[config.mk]
export PLATFORM = sky130hd
export DESIGN_NAME = traffic_phase_scheduler
export DESIGN_NICKNAME = d
export VERILOG_FILES = /design/src/rtl/traffic_pkg.sv /design/src/rtl/rr_arbiter.sv /design/src/rtl/traffic_phase_scheduler.sv
export SDC_FILE = /design/constraint.sdc
export NUM_CORES = 1
export LEC_CHECK = 0
export BUFFER_PORTS_ARGS = -buffer_cell sky130_fd_sc_hd__buf_2
export CORE_MARGIN = 2
export CORE_UTILIZATION = 60
export CTS_BUF_LIST = sky130_fd_sc_hd__clkbuf_8
export CTS_CLUSTER_DIAMETER = 30
export CTS_CLUSTER_SIZE = 14
export DETAILED_ROUTE_END_ITERATION = 6
export PLACE_DENSITY = 0.93
export SYNTH_ARGS = -nofsm -noshare
export SYNTH_HDL_FRONTEND = slang
export SYNTH_SLANG_ARGS = --single-unit
[constraint.sdc]
create_clock -name clk -period 6.5 [get_ports clk]
set_input_delay 0.975 -clock clk [delete_from_list [all_inputs] [get_ports clk]]
set_output_delay 0.975 -clock clk [all_outputs]
set_load 0.01 [all_outputs]
[src/rtl/traffic_pkg.sv]
// -----------------------------------------------------------------------------
// traffic_pkg
// Shared definitions for the traffic phase scheduler and the traffic light
// controller variants: FSM state encodings and default sizing.
// -----------------------------------------------------------------------------
package traffic_pkg;

    localparam int N_PHASES_DEF = 4;
    localparam int CNT_W_DEF    = 8;

    typedef enum logic [1:0] {
        ST_ALL_RED = 2'd0,
        ST_GREEN   = 2'd1,
        ST_YELLOW  = 2'd2
    } state_t;

endpackage

[src/rtl/rr_arbiter.sv]
// -----------------------------------------------------------------------------
// rr_arbiter
// Combinational round-robin select. The search starts at last+1 and wraps
// modulo N; the first set bit of pending found in that order is granted.
//   pending : request vector, one bit per phase
//   last    : index of the most recently granted phase
//   grant   : index of the selected phase (equals last when nothing is pending)
//   valid   : high when any pending bit is set
// -----------------------------------------------------------------------------
module rr_arbiter #(
    parameter int N     = 4,
    parameter int IDX_W = 2
) (
    input  logic [N-1:0]     pending,
    input  logic [IDX_W-1:0] last,
    output logic [IDX_W-1:0] grant,
    output logic             valid
);

    logic [IDX_W-1:0] idx;

    // Walk offsets from farthest to nearest so the nearest pending phase
    // after 'last' overwrites any earlier hit.
    always_comb begin
        grant = last;
        valid = 1'b0;
        idx   = '0;
        for (int k = N; k >= 1; k--) begin
            idx = IDX_W'((int'(last) + k) % N);
            if (pending[idx]) begin
                grant = idx;
                valid = 1'b1;
            end
        end
    end

endmodule

[src/rtl/traffic_phase_scheduler.sv]
// -----------------------------------------------------------------------------
// traffic_phase_scheduler
// Round-robin intersection phase scheduler. Latches per-phase requests and
// cycles GREEN -> YELLOW -> ALL_RED for one phase at a time. Durations are
// counted in ticks of an external enable pulse.
//   clk, rst (async, active-low), tick (timebase enable)
//   req          : level request sensors, one per phase
//   min_green, max_green, yellow_time, allred_time : durations in ticks
//   green/yellow/red : registered lamp drives, red = ~(green|yellow)
//   active_phase : last/current granted phase
//   phase_start  : one-cycle pulse on entry to GREEN
// -----------------------------------------------------------------------------
module traffic_phase_scheduler
    import traffic_pkg::*;
#(
    parameter int N_PHASES = N_PHASES_DEF,
    parameter int CNT_W    = CNT_W_DEF,
    parameter int PH_W     = $clog2(N_PHASES)
) (
    input  logic                clk,
    input  logic                rst,
    input  logic                tick,
    input  logic [N_PHASES-1:0] req,
    input  logic [CNT_W-1:0]    min_green,
    input  logic [CNT_W-1:0]    max_green,
    input  logic [CNT_W-1:0]    yellow_time,
    input  logic [CNT_W-1:0]    allred_time,
    output logic [N_PHASES-1:0] green,
    output logic [N_PHASES-1:0] yellow,
    output logic [N_PHASES-1:0] red,
    output logic [PH_W-1:0]     active_phase,
    output logic                phase_start
);

    localparam logic [CNT_W-1:0] TIMER_MAX = '1;

    state_t                state;
    logic [CNT_W-1:0]      timer;
    logic [N_PHASES-1:0]   pending;
    logic [N_PHASES-1:0]   pending_set;
    logic [N_PHASES-1:0]   active_oh;
    logic [N_PHASES-1:0]   grant_oh;
    logic [PH_W-1:0]       grant;
    logic                  grant_valid;
    logic [CNT_W-1:0]      max_eff;
    logic                  min_exp;
    logic                  max_exp;
    logic                  yellow_exp;
    logic                  allred_exp;
    logic                  allred_ready;
    logic                  other_pending;
    logic                  leave_green;

    // True when the timer, advanced by this tick, reaches duration d.
    // A zero duration behaves as one tick.
    function automatic logic reached(input logic [CNT_W-1:0] t,
                                     input logic [CNT_W-1:0] d);
        logic [CNT_W-1:0] d_eff;
        logic [CNT_W:0]   t_next;
        d_eff  = (d == '0) ? CNT_W'(1) : d;
        t_next = {1'b0, t} + (CNT_W+1)'(1);
        return t_next >= {1'b0, d_eff};
    endfunction

    function automatic logic [N_PHASES-1:0] to_onehot(input logic [PH_W-1:0] i);
        return N_PHASES'(1) << i;
    endfunction

    rr_arbiter #(
        .N     (N_PHASES),
        .IDX_W (PH_W)
    ) u_arb (
        .pending (pending),
        .last    (active_phase),
        .grant   (grant),
        .valid   (grant_valid)
    );

    assign active_oh = to_onehot(active_phase);
    assign grant_oh  = to_onehot(grant);

    // A max shorter than min is stretched to min.
    assign max_eff    = (max_green < min_green) ? min_green : max_green;
    assign min_exp    = tick && reached(timer, min_green);
    assign max_exp    = tick && reached(timer, max_eff);
    assign yellow_exp = tick && reached(timer, yellow_time);
    assign allred_exp = tick && reached(timer, allred_time);

    // A saturated timer in ALL_RED marks clearance as already served, so a
    // late request is granted without waiting for another tick.
    assign allred_ready = allred_exp || (timer == TIMER_MAX);

    assign other_pending = |(pending & ~active_oh);
    assign leave_green   = min_exp && other_pending &&
                           (((req & active_oh) == '0) || max_exp);

    // The green phase's own request is extension demand, not a new request.
    assign pending_set = pending | (req & ((state == ST_GREEN) ? ~active_oh : '1));

    always_ff @(posedge clk or negedge rst) begin
        if (!rst) begin
            state        <= ST_ALL_RED;
            timer        <= '0;
            pending      <= '0;
            active_phase <= PH_W'(N_PHASES - 1);
            green        <= '0;
            yellow       <= '0;
            red          <= '1;
            phase_start  <= 1'b0;
        end else begin
            phase_start <= 1'b0;
            pending     <= pending_set;
            if (tick && (timer != TIMER_MAX))
                timer <= timer + CNT_W'(1);

            case (state)
                ST_ALL_RED: begin
                    if (allred_ready && grant_valid) begin
                        state        <= ST_GREEN;
                        timer        <= '0;
                        active_phase <= grant;
                        phase_start  <= 1'b1;
                        pending      <= pending_set & ~grant_oh;
                        green        <= grant_oh;
                        yellow       <= '0;
                        red          <= ~grant_oh;
                    end else if (allred_exp) begin
                        timer <= TIMER_MAX;
                    end
                end
                ST_GREEN: begin
                    if (leave_green) begin
                        state  <= ST_YELLOW;
                        timer  <= '0;
                        green  <= '0;
                        yellow <= active_oh;
                        red    <= ~active_oh;
                    end
                end
                ST_YELLOW: begin
                    if (yellow_exp) begin
                        state  <= ST_ALL_RED;
                        timer  <= '0;
                        green  <= '0;
                        yellow <= '0;
                        red    <= '1;
                    end
                end
                default: begin
                    state  <= ST_ALL_RED;
                    timer  <= '0;
                    green  <= '0;
                    yellow <= '0;
                    red    <= '1;
                end
            endcase
        end
    end

endmodule

==> summary.txt <==
Outcome
  – Status: completed

Clocking
  – Later-pin clock latency in the skew report: 280 ps
  – Post CTS Setup Buffer Count: 0
  – H-tree levels: 2
  – Clock root cell: clkbuf_8
  – TritonCTS Buffers: 5
  – Hold buffers post-CTS: 0
  – Clock buffer depth: 2
  – Clk sink count: 29
  – PostCTS Resize Cnt: 0
  – CTS tree: done
  – Clock-pin transition on the worst setup and hold timing paths: 70 ps

Route
  – Drt total wl: 7100 um
  – DR vias: 2748
  – Drc violations: 0
  – DRT Pass-1 Iters: 4
  – Routed wire per std cell: 15.8 um
  – Vias per inst: 6.11
  – Initial drt markers: 176
  – ANT nets after route: 0

Critical path
  – Crit path buf inv count: 3
  – CP max FO: 11
  – CP max stage delay: 690 ps
  – Startpoint types: input pin
  – Worst setup EP type: register
  – Crit-path cells: buf_2 > inv_1 > ha_1 > and2_1 > o21ai_0 > o21ai_0 > o41a_1 > mux2i_1 > ha_1 > a211oi_1 > a211o_1 > o2111ai_2 > o211ai_2 > a311oi_2 > buf_4 > mux2_2
  – Critical path required time: 6710 ps
  – CP Class: in2reg
  – Worst EP arrival: 4940 ps
  – CP max-delay cell: a311oi_2
  – CP top delay family: compound AO/OA/AOI/OAI gates

STA
  – Fmax: 212 MHz
  – Unrepaired setup endpoints after global routing: no
  – Fin. Hold Viols: 0
  – Fin crit share: 0.727
  – Slack of the critical path: 1780 ps
  – Rel. slew slack: 0.439
  – Fin. max-slew vios: 0
  – Final Skew: 12.6 ps
  – Min cycle time layout: 4720 ps
  – Total negative slack: 0 ps
  – Final setup fails: 0
  – Slew @ Worst Pin: 836 ps

Synth
  – Sequential-to-total area share from yosys stat: 0.245
  – Synth cell types: 70
  – Synthesized instance count: 332
  – Ys async rst share: 1.00
  – Synth Cell Area: 0.00300 mm2
  – Avg Cell Area, Syn: 9.02 um2
  – Top FF cell, synth: dfrtp_1
  – Post-synth EDFFs: 0
  – Syn Nets: 415
  – Ys Warns: 0
  – Register bit count reported by yosys: 29

Floorplanning
  – Core ar.: 0.00475 mm2
  – Io pins: 54
  – Die span in y: 74.7 um
  – Die area: 0.00557 mm2
  – # rows: 25
  – Initial Util: 0.630
  – Die Width: 74.7 um

Placement
  – Global placement routability congestion: 0.841
  – Setup WS pre-CTS: 1490 ps
  – Cell Area, Placed: 0.00327 mm2
  – HPWL after DPL: 5590 um
  – Port Buffers: 53

Hold path
  – Worst hold path class: reg2reg

Pwr
  – Worst vdd ir: 0.205 mV
  – Static Leak: 0.00168 uW
  – PwrDens: 307 mW/mm2

GRT
  – Initial antenna violation count: 0
  – Total GRT Usage: 0.271
  – Gr ovfl total: 0
  – Largest net degree at the start of global routing: 30
  – Vias in the first global route: 2733
  – First-pass GRT wire length: 11700 um

Cells and area
  – Ant. Diodes: 0
  – Final nets: 465
  – Most frequent cells in the layout: buf_2 (53), ha_1 (44), inv_1 (43), a21oi_1 (24), dfrtp_1 (23)
  – Commonest non-fill, non-tap cell in the layout: buf_2
  – Area grow syn2layout: 11.8%
  – Share of cells above drive strength 1: 0.253
  – Fin area: 0.00335 mm2

Flow run
  – Max Cap Viol: 0
==> tightest hold or removal path, delay by kind of cell (launching register included) <==
kind                   cells  cell delay, ps
flip-flops                 1             370
AO/OA/AOI/OAI              1              50
buffers and inverters      1              60
==> cells in the mapped netlist, types with 3 or more instances <==
master,instances,area (um2)
ha_1,44,551
nand3_1,11,55.1
a21oi_1,24,120
xor2_1,5,43.8
a211o_1,3,26.3
dfstp_2,6,158
nor3_1,5,25.0
a21o_1,9,67.6
mux2i_1,12,120
nor2b_1,4,25.0
xnor2_1,5,43.8
o21ai_0,9,45.0
buf_6,5,56.3
mux2_2,3,33.8
o2bb2ai_1,6,52.6
dfrtp_1,23,576
and2_1,4,25.0
buf_2,5,25.0
inv_1,42,158
a41o_1,3,30.0
nor4_1,5,31.3
nand4_1,3,18.8
nand2b_1,8,50.1
nand2_1,21,78.8
mux2_4,3,45.0
nor2_1,10,37.5
==> per-layer routing <==
metal  vias to the layer above  track usage  share of wire
met5                         -            0              0
met4                         0        0.121          0.029
met3                        27       0.0629          0.056
met2                       104        0.475           0.50
met1                      1306        0.316           0.42
li1                       1311            -              -
==> area by class of cell <==
cell class                      instances  area [um2]
Timing Repair Buffer                   54         273
Clock inverter                          3        13.8
Inverter                               43         161
Sequential cell                        29         733
Tap cell                               67        83.8
Clock buffer                            5        68.8
Multi-Input combinational cell        249        2020
Fill cell                             366        1410
==> report_power, final <==
part / internal [uW] / total (uW) / switching (uW)
logic: 263 / 588 / 325
clock network: 72.4 / 141 / 68.3
registers: 237 / 301 / 63.8
==> registers in the layout, summed over array words and instances (netlist names) <==
signal / flops
timer: 8
green: 4
pending: 4
red: 4
yellow: 4
active_phase: 2
state: 2
phase_start: 1
==> final timing paths <==
kind / startpoint / end / slack (ps) / cells past startpoint
setup / recovery: min_green[4] / red[0] / 1780 / 16
hold / removal: yellow[2] / yellow[2] / 520 / 2
min in group asynchronous: rst / state[0] / 710 / 1
setup reg to reg: timer[0] / red[0] / 2380 / 12
hold reg to reg: yellow[2] / yellow[2] / 520 / 2
max in group asynchronous: rst / timer[7] / 5350 / 1
==> kinds of logic after synthesis <==
group                      synth area share
and+or+nand+nor                       0.173
adders and majority gates             0.184
AOI/OAI and AO/OA                     0.220
DFF                                   0.245
muxes                                0.0664
buffers and inverters                0.0823
xor gates and xnor gates             0.0292
==> per-stage QoR <==
step	hold slack (ps)	power (uW)	utilization	cells
floorplan	541	725	-	332
global placement	504	842	0.687	442
detailed placement	508	883	0.687	442
CTS	517	1030	0.704	450
global route	529	1120	0.704	450
finish	516	1030	0.704	450
(Power assumes the default switching activity.)
